## src/rtl/lcd_seq_ctrl.sv

```systemverilog
// lcd_seq_ctrl: sequencer for the LCD_dp datapath and an HD44780-style 8-bit bus.
// After reset it waits out the LCD power-up time, writes the init command set
// (function set, display on, entry mode, clear), then keeps rewriting the four
// BCD digits as ASCII in frames of "clear + 4 digits" separated by an idle gap.
// Every byte is one SETUP -> EHIGH -> HOLD -> WAIT pass; each state lasts
// exactly N clocks because the timer loads N-1 on entry and exits at zero.
module lcd_seq_ctrl #(
  parameter int PWRUP_CYC = 750000,
  parameter int SETUP_CYC = 2,
  parameter int EHIGH_CYC = 12,
  parameter int HOLD_CYC  = 2,
  parameter int CMD_CYC   = 2000,
  parameter int CLR_CYC   = 82000,
  parameter int GAP_CYC   = 500000,
  parameter int TMR_W     = 20
) (
  input  logic       clk,
  input  logic       rst,
  input  logic       en,
  output logic [1:0] init_sel,
  output logic [1:0] mux_sel,
  output logic       data_sel,
  output logic       DB_sel,
  output logic       lcd_e,
  output logic       lcd_rs,
  output logic       lcd_rw,
  output logic       init_done,
  output logic       busy
);

  typedef enum logic [2:0] {
    S_PWRUP,
    S_SETUP,
    S_EHIGH,
    S_HOLD,
    S_WAIT,
    S_GAP
  } state_t;

  // Timer reload values (N-1 gives exactly N clocks in the state).
  localparam logic [TMR_W-1:0] PWRUP_LD = TMR_W'(PWRUP_CYC - 1);
  localparam logic [TMR_W-1:0] SETUP_LD = TMR_W'(SETUP_CYC - 1);
  localparam logic [TMR_W-1:0] EHIGH_LD = TMR_W'(EHIGH_CYC - 1);
  localparam logic [TMR_W-1:0] HOLD_LD  = TMR_W'(HOLD_CYC - 1);
  localparam logic [TMR_W-1:0] CMD_LD   = TMR_W'(CMD_CYC - 1);
  localparam logic [TMR_W-1:0] CLR_LD   = TMR_W'(CLR_CYC - 1);
  localparam logic [TMR_W-1:0] GAP_LD   = TMR_W'(GAP_CYC - 1);

  // Step 3 is the clear command; it needs the long post-write wait and its
  // completion marks the end of initialisation.
  localparam logic [2:0] STEP_CLR  = 3'd3;
  localparam logic [2:0] STEP_LAST = 3'd7;

  state_t           state;
  logic [2:0]       step;
  logic [TMR_W-1:0] timer;
  logic             tmr_zero;
  logic             enter_setup;
  logic [2:0]       nxt_step;

  // Command select for steps 0..3; data steps keep the clear code parked.
  function automatic logic [1:0] init_code(input logic [2:0] s);
    logic [1:0] code;
    if (s[2]) begin
      code = 2'b00;
    end else begin
      case (s[1:0])
        2'd0:    code = 2'b11;  // 0x38 function set
        2'd1:    code = 2'b01;  // 0x0E display on, cursor on
        2'd2:    code = 2'b10;  // 0x06 entry mode increment
        default: code = 2'b00;  // 0x01 clear
      endcase
    end
    return code;
  endfunction

  // Digit select: steps 4,5,6,7 -> count3,count2,count1,count0 (leftmost first).
  function automatic logic [1:0] digit_code(input logic [2:0] s);
    return s[2] ? ~s[1:0] : 2'b11;
  endfunction

  assign tmr_zero = (timer == '0);

  // Decide when the next byte's SETUP begins and which step it carries.
  always_comb begin
    enter_setup = 1'b0;
    nxt_step    = step;
    case (state)
      S_PWRUP: begin
        enter_setup = tmr_zero;
      end
      S_WAIT: begin
        if (tmr_zero && (step != STEP_LAST)) begin
          enter_setup = 1'b1;
          nxt_step    = step + 3'd1;
        end
      end
      S_GAP: begin
        if (tmr_zero && en) begin
          enter_setup = 1'b1;
          nxt_step    = STEP_CLR;
        end
      end
      default: begin
        enter_setup = 1'b0;
      end
    endcase
  end

  // Sequencer state, timer and all registered bus/select outputs.
  always_ff @(posedge clk or posedge rst) begin
    if (rst) begin
      state     <= S_PWRUP;
      step      <= 3'd0;
      timer     <= PWRUP_LD;
      lcd_e     <= 1'b0;
      lcd_rs    <= 1'b0;
      lcd_rw    <= 1'b0;
      DB_sel    <= 1'b0;
      data_sel  <= 1'b0;
      init_sel  <= 2'b11;
      mux_sel   <= 2'b11;
      init_done <= 1'b0;
      busy      <= 1'b1;
    end else begin
      lcd_rw <= 1'b0;
      case (state)
        S_PWRUP: begin
          if (!tmr_zero) timer <= timer - TMR_W'(1);
        end
        S_SETUP: begin
          if (tmr_zero) begin
            state <= S_EHIGH;
            timer <= EHIGH_LD;
            lcd_e <= 1'b1;
          end else begin
            timer <= timer - TMR_W'(1);
          end
        end
        S_EHIGH: begin
          if (tmr_zero) begin
            state <= S_HOLD;
            timer <= HOLD_LD;
            lcd_e <= 1'b0;
          end else begin
            timer <= timer - TMR_W'(1);
          end
        end
        S_HOLD: begin
          if (tmr_zero) begin
            state  <= S_WAIT;
            timer  <= (step == STEP_CLR) ? CLR_LD : CMD_LD;
            DB_sel <= 1'b0;
          end else begin
            timer <= timer - TMR_W'(1);
          end
        end
        S_WAIT: begin
          if (tmr_zero) begin
            if (step == STEP_CLR) init_done <= 1'b1;
            if (step == STEP_LAST) begin
              state <= S_GAP;
              timer <= GAP_LD;
              busy  <= 1'b0;
            end
          end else begin
            timer <= timer - TMR_W'(1);
          end
        end
        S_GAP: begin
          // Timer parks at zero while en is low; exit is handled below.
          if (!tmr_zero) timer <= timer - TMR_W'(1);
        end
        default: begin
          state <= S_PWRUP;
          timer <= PWRUP_LD;
        end
      endcase

      // Selects and RS only ever change here, so they are settled well
      // before E rises and untouched while E is high.
      if (enter_setup) begin
        state    <= S_SETUP;
        step     <= nxt_step;
        timer    <= SETUP_LD;
        busy     <= 1'b1;
        DB_sel   <= 1'b1;
        data_sel <= nxt_step[2];
        lcd_rs   <= nxt_step[2];
        init_sel <= init_code(nxt_step);
        mux_sel  <= digit_code(nxt_step);
      end
    end
  end

endmodule

```

## config.mk

```make
export PLATFORM = sky130hd
export DESIGN_NAME = lcd_seq_ctrl
export DESIGN_NICKNAME = d
export VERILOG_FILES = /design/src/rtl/lcd_seq_ctrl.sv
export SDC_FILE = /design/constraint.sdc
export NUM_CORES = 1
export LEC_CHECK = 0
export ABC_AREA = 1
export BUFFER_PORTS_ARGS = -buffer_cell sky130_fd_sc_hd__buf_2
export CORE_MARGIN = 8
export CORE_UTILIZATION = 50
export CTS_BUF_LIST = sky130_fd_sc_hd__clkbuf_4 sky130_fd_sc_hd__clkbuf_8 sky130_fd_sc_hd__clkbuf_16
export CTS_CLUSTER_DIAMETER = 60
export DETAILED_ROUTE_END_ITERATION = 12
export PLACE_DENSITY = 0.67
export SETUP_SLACK_MARGIN = 0.15
export SLEW_MARGIN = 15
export SYNTH_ARGS = -nofsm -noshare
export SYNTH_HDL_FRONTEND = slang
export SYNTH_SLANG_ARGS = --single-unit
```

## constraint.sdc

```tcl
create_clock -name clk -period 2.09 [get_ports clk]
set_input_delay 0.418 -clock clk [delete_from_list [all_inputs] [get_ports clk]]
set_output_delay 0.418 -clock clk [all_outputs]
set_load 0.05 [all_outputs]
```

==> run_results.csv <==
group,metric,value,unit
job,cap_violations,0,
power_and_ir_drop,power.density,490,mW/mm^2
power_and_ir_drop,p_leak,1.40,nW
clock_network,cts_hold_buf,0,
global_routing,use_met3,3.72,%
route,drt_first_pass_iters,5,
yosys,yosys.area.top_type,"dfstp_2",
timing,timing.final.crit_share,89.8,%
floorplanning,die_h,85.6,microns
yosys,synth_top_area_share,19.6,%
layout,drive_gt1_share,31.0,%
timing,maxSlewHeadroom,65.1,%
hold_path,hold_class,"input port to async pin",
timing,rsz0062_at_grt,"yes",
timing,clock.fmax,533,MHz
yosys,yosysSeqAreaShare,36.1,%
timing,skew,0.00896,ns
yosys,ys_types,41,
clock_network,cts_root_buffer,"clkbuf_8",
clock_network,clk_pin_slew,0.08,ns
clock_network,cts_tree,"built",
route,antenna_left,0,
placed_design,portBuffers,12,
clock_network,insertion_delay,0.30,ns
layout,final_nets,367,
floorplanning,core_area,0.00469,sq mm
global_routing,grt_max_degree,35,
timing,hold_violations,0,
floorplanning,die_x,85.6,microns
yosys,netlist_instances,328,
timing,setup_tns,0,ns
layout,syn2layout_area_growth,19.8,%
timing,worst_pin_slew,0.520,ns
yosys,ys_seq_elements,34,
setup_path,worst-path-max-fanout,4,
yosys,synth_edf_count,0,
yosys,yosys_warnings,0,
route,vias,2234,
global_routing,grt.busiest_layer,"met2",
yosys,synth-main-ff-cell,"dfstp_2",
setup_path,worstPathArrival,2.06,ns
placed_design,dp_cells,396,
setup_path,end_kind,"register",
global_routing,antenna_found_initial,0,
route,routedWlPerCell,15.4,microns
setup_path,crit_type,"register to register",
global_routing,grt_usage,18.1,%
global_routing,grt_pass1_wl,10.4,mm
route,viasPerCell,5.38,
yosys,synth_nets,335,
power_and_ir_drop,p_total,1.42,mW
floorplanning,dieArea,0.00732,sq mm
clock_network,clockBufferDepth,2,
yosys,synth_area_leaders,"dfstp_2, dfrtp_1, nand2_1",
layout,layout_commonest_cell,"nand2_1",
power_and_ir_drop,ir_worst_vdd,0.310,mV
placed_design,place_area,0.00256,sq mm
yosys,synth.cell_area,0.00242,sq mm
status,status,"finished clean",
global_routing,met1_usage,22.9,%
placed_design,place.detailed.hpwl,4.66,mm
layout,final_cell_mix,"nand2_1, nor2_1, inv_1, nand3_1, dfstp_2",
route,drtIter0Drc,149,
setup_path,required,2.27,ns
timing,fin_crit,1.88,ns
global_routing,met2_usage,29.8,%
floorplanning,num_io_pins,14,
yosys,syn_area_per_cell,7.37,sq um
placed_design,gp_congestion,0.889,
floorplanning,rows,25,
floorplanning,initial_core_util,51.5,%
clock_network,clock_sinks,34,
layout,diodes,0,
timing,setup_viol,0,
layout,fin_area,0.00290,sq mm
global_routing,grt_pass1_vias,2129,
yosys,async_flop_share,100,%
global_routing,gr-total-overflow,0,
setup_path,critPathLaunchType,"register",
route,drcViolationCount,0,
layout,utilization,61.8,%
layout,layout.cells.non_filler,415,
timing,slew_violations,0,
clock_network,htree_levels,2,
clock_network,numCtsBuffers,5,
route,drt_wl_total,6.40,mm
==> synthesized netlist by cell type, types with 2 or more instances <==
cell     number
inv_1        36
nand2_1      87
nand2_2       4
o31ai_1       2
nor2_1       43
nor2_8        2
nand3_4       3
nor3_1        4
nor3_2        2
nor2_2        7
buf_4         2
dfstp_2      18
dfrtp_1      16
nand3_1      28
a21oi_1       8
nand4_1       3
nor2_4        3
inv_2         8
o21ai_0       6
ha_1          4
xor2_1       12
a21oi_2       2
o21ai_1       5
nand3_2       6
==> path summary, 6_finish.rpt <==
path / slack [ns] / cells past startpoint / endpoint / from
setup / recovery: 0.21 / 10 / timer[9] / timer[15]
hold / removal: 0.21 / 3 / init_done / rst
setup reg to reg: 0.21 / 10 / timer[9] / timer[15]
hold reg to reg: 0.47 / 2 / init_sel[1] / init_sel[1]
max in group asynchronous: 1.53 / 3 / timer[7] / rst
min in group clk: 0.47 / 2 / init_sel[1] / init_sel[1]
==> layout make-up <==
class | count | area, sq um
clock buffers | 5 | 68.8
clock inverters | 3 | 68.8
fillers | 424 | 1790
inverters | 45 | 176
multi-input cells | 246 | 1460
flip-flops and latches | 34 | 876
well taps | 54 | 67.6
repair buffers | 28 | 180
==> metrics by stage <==
stage	setup WS, ns	hold WS, ns
after floorplan	0.312	0.460
after global placement	0.0547	0.452
after detailed placement	0.0361	0.455
after CTS	0.154	0.211
after global routing	0.0783	0.239
final	0.213	0.207
==> power breakdown <==
| part | switching, mW | internal [mW] | leakage (nW) |
|---|---|---|---|
| Sequential | 0 | 0.659 | 0.375 |
| Combinational | 0.0181 | 0.00288 | 0.957 |
| Clock | 0.262 | 0.478 | 0.0683 |
| Total | 0.281 | 1.14 | 1.40 |
==> metal layers <==
layer  share of wire [%]  wire length [microns]  vias up
met3                 4.3                    272       12
met2                  49                   3160       56
met5                   0                      0        -
li1                    -                      -     1109
met4                 1.9                    121        0
met1                  44                   2840     1057
==> worst max-delay path, stage by stage, from the launching register on <==
cell     delay (ns)
dfrtp_2        0.44
nor2_4         0.11
nand2_1        0.10
nor2_4         0.24
nand2_4        0.11
nor2_8         0.18
nand2_1        0.12
nand2_1        0.10
nand3_2        0.13
a21oi_2        0.16
nor2_1         0.05
==> cells by family after synthesis <==
| kind of cell | Yosys count | synth area share [%] |
|---|---|---|
| simple gates | 197 | 40.5 |
| buf+inv | 49 | 8.38 |
| xor+xnor | 13 | 4.71 |
| compound gates | 30 | 8.07 |
| other cells | 1 | 0.155 |
| flops | 34 | 36.1 |
| fa+ha+maj | 4 | 2.07 |
==> repair_timing <==
action | 4_1_cts | 5_1_grt
gates resized for setup | 6 | 21
endpoints found under the setup margin | 25 | 30
endpoints found under the hold margin | 0 | 0
buffers inserted | 4 | 6
gates cloned | 0 | 1
pin swaps | 2 | 6
==> state kept, by name, indices dropped and copies added, names as in the netlist <==
name and flops:
step 3, timer 20, init_done 1, init_sel 2, busy 1, lcd_e 1
state 3, DB_sel 1, mux_sel 2
No activity file was read; power rests on OpenSTA's default activity.
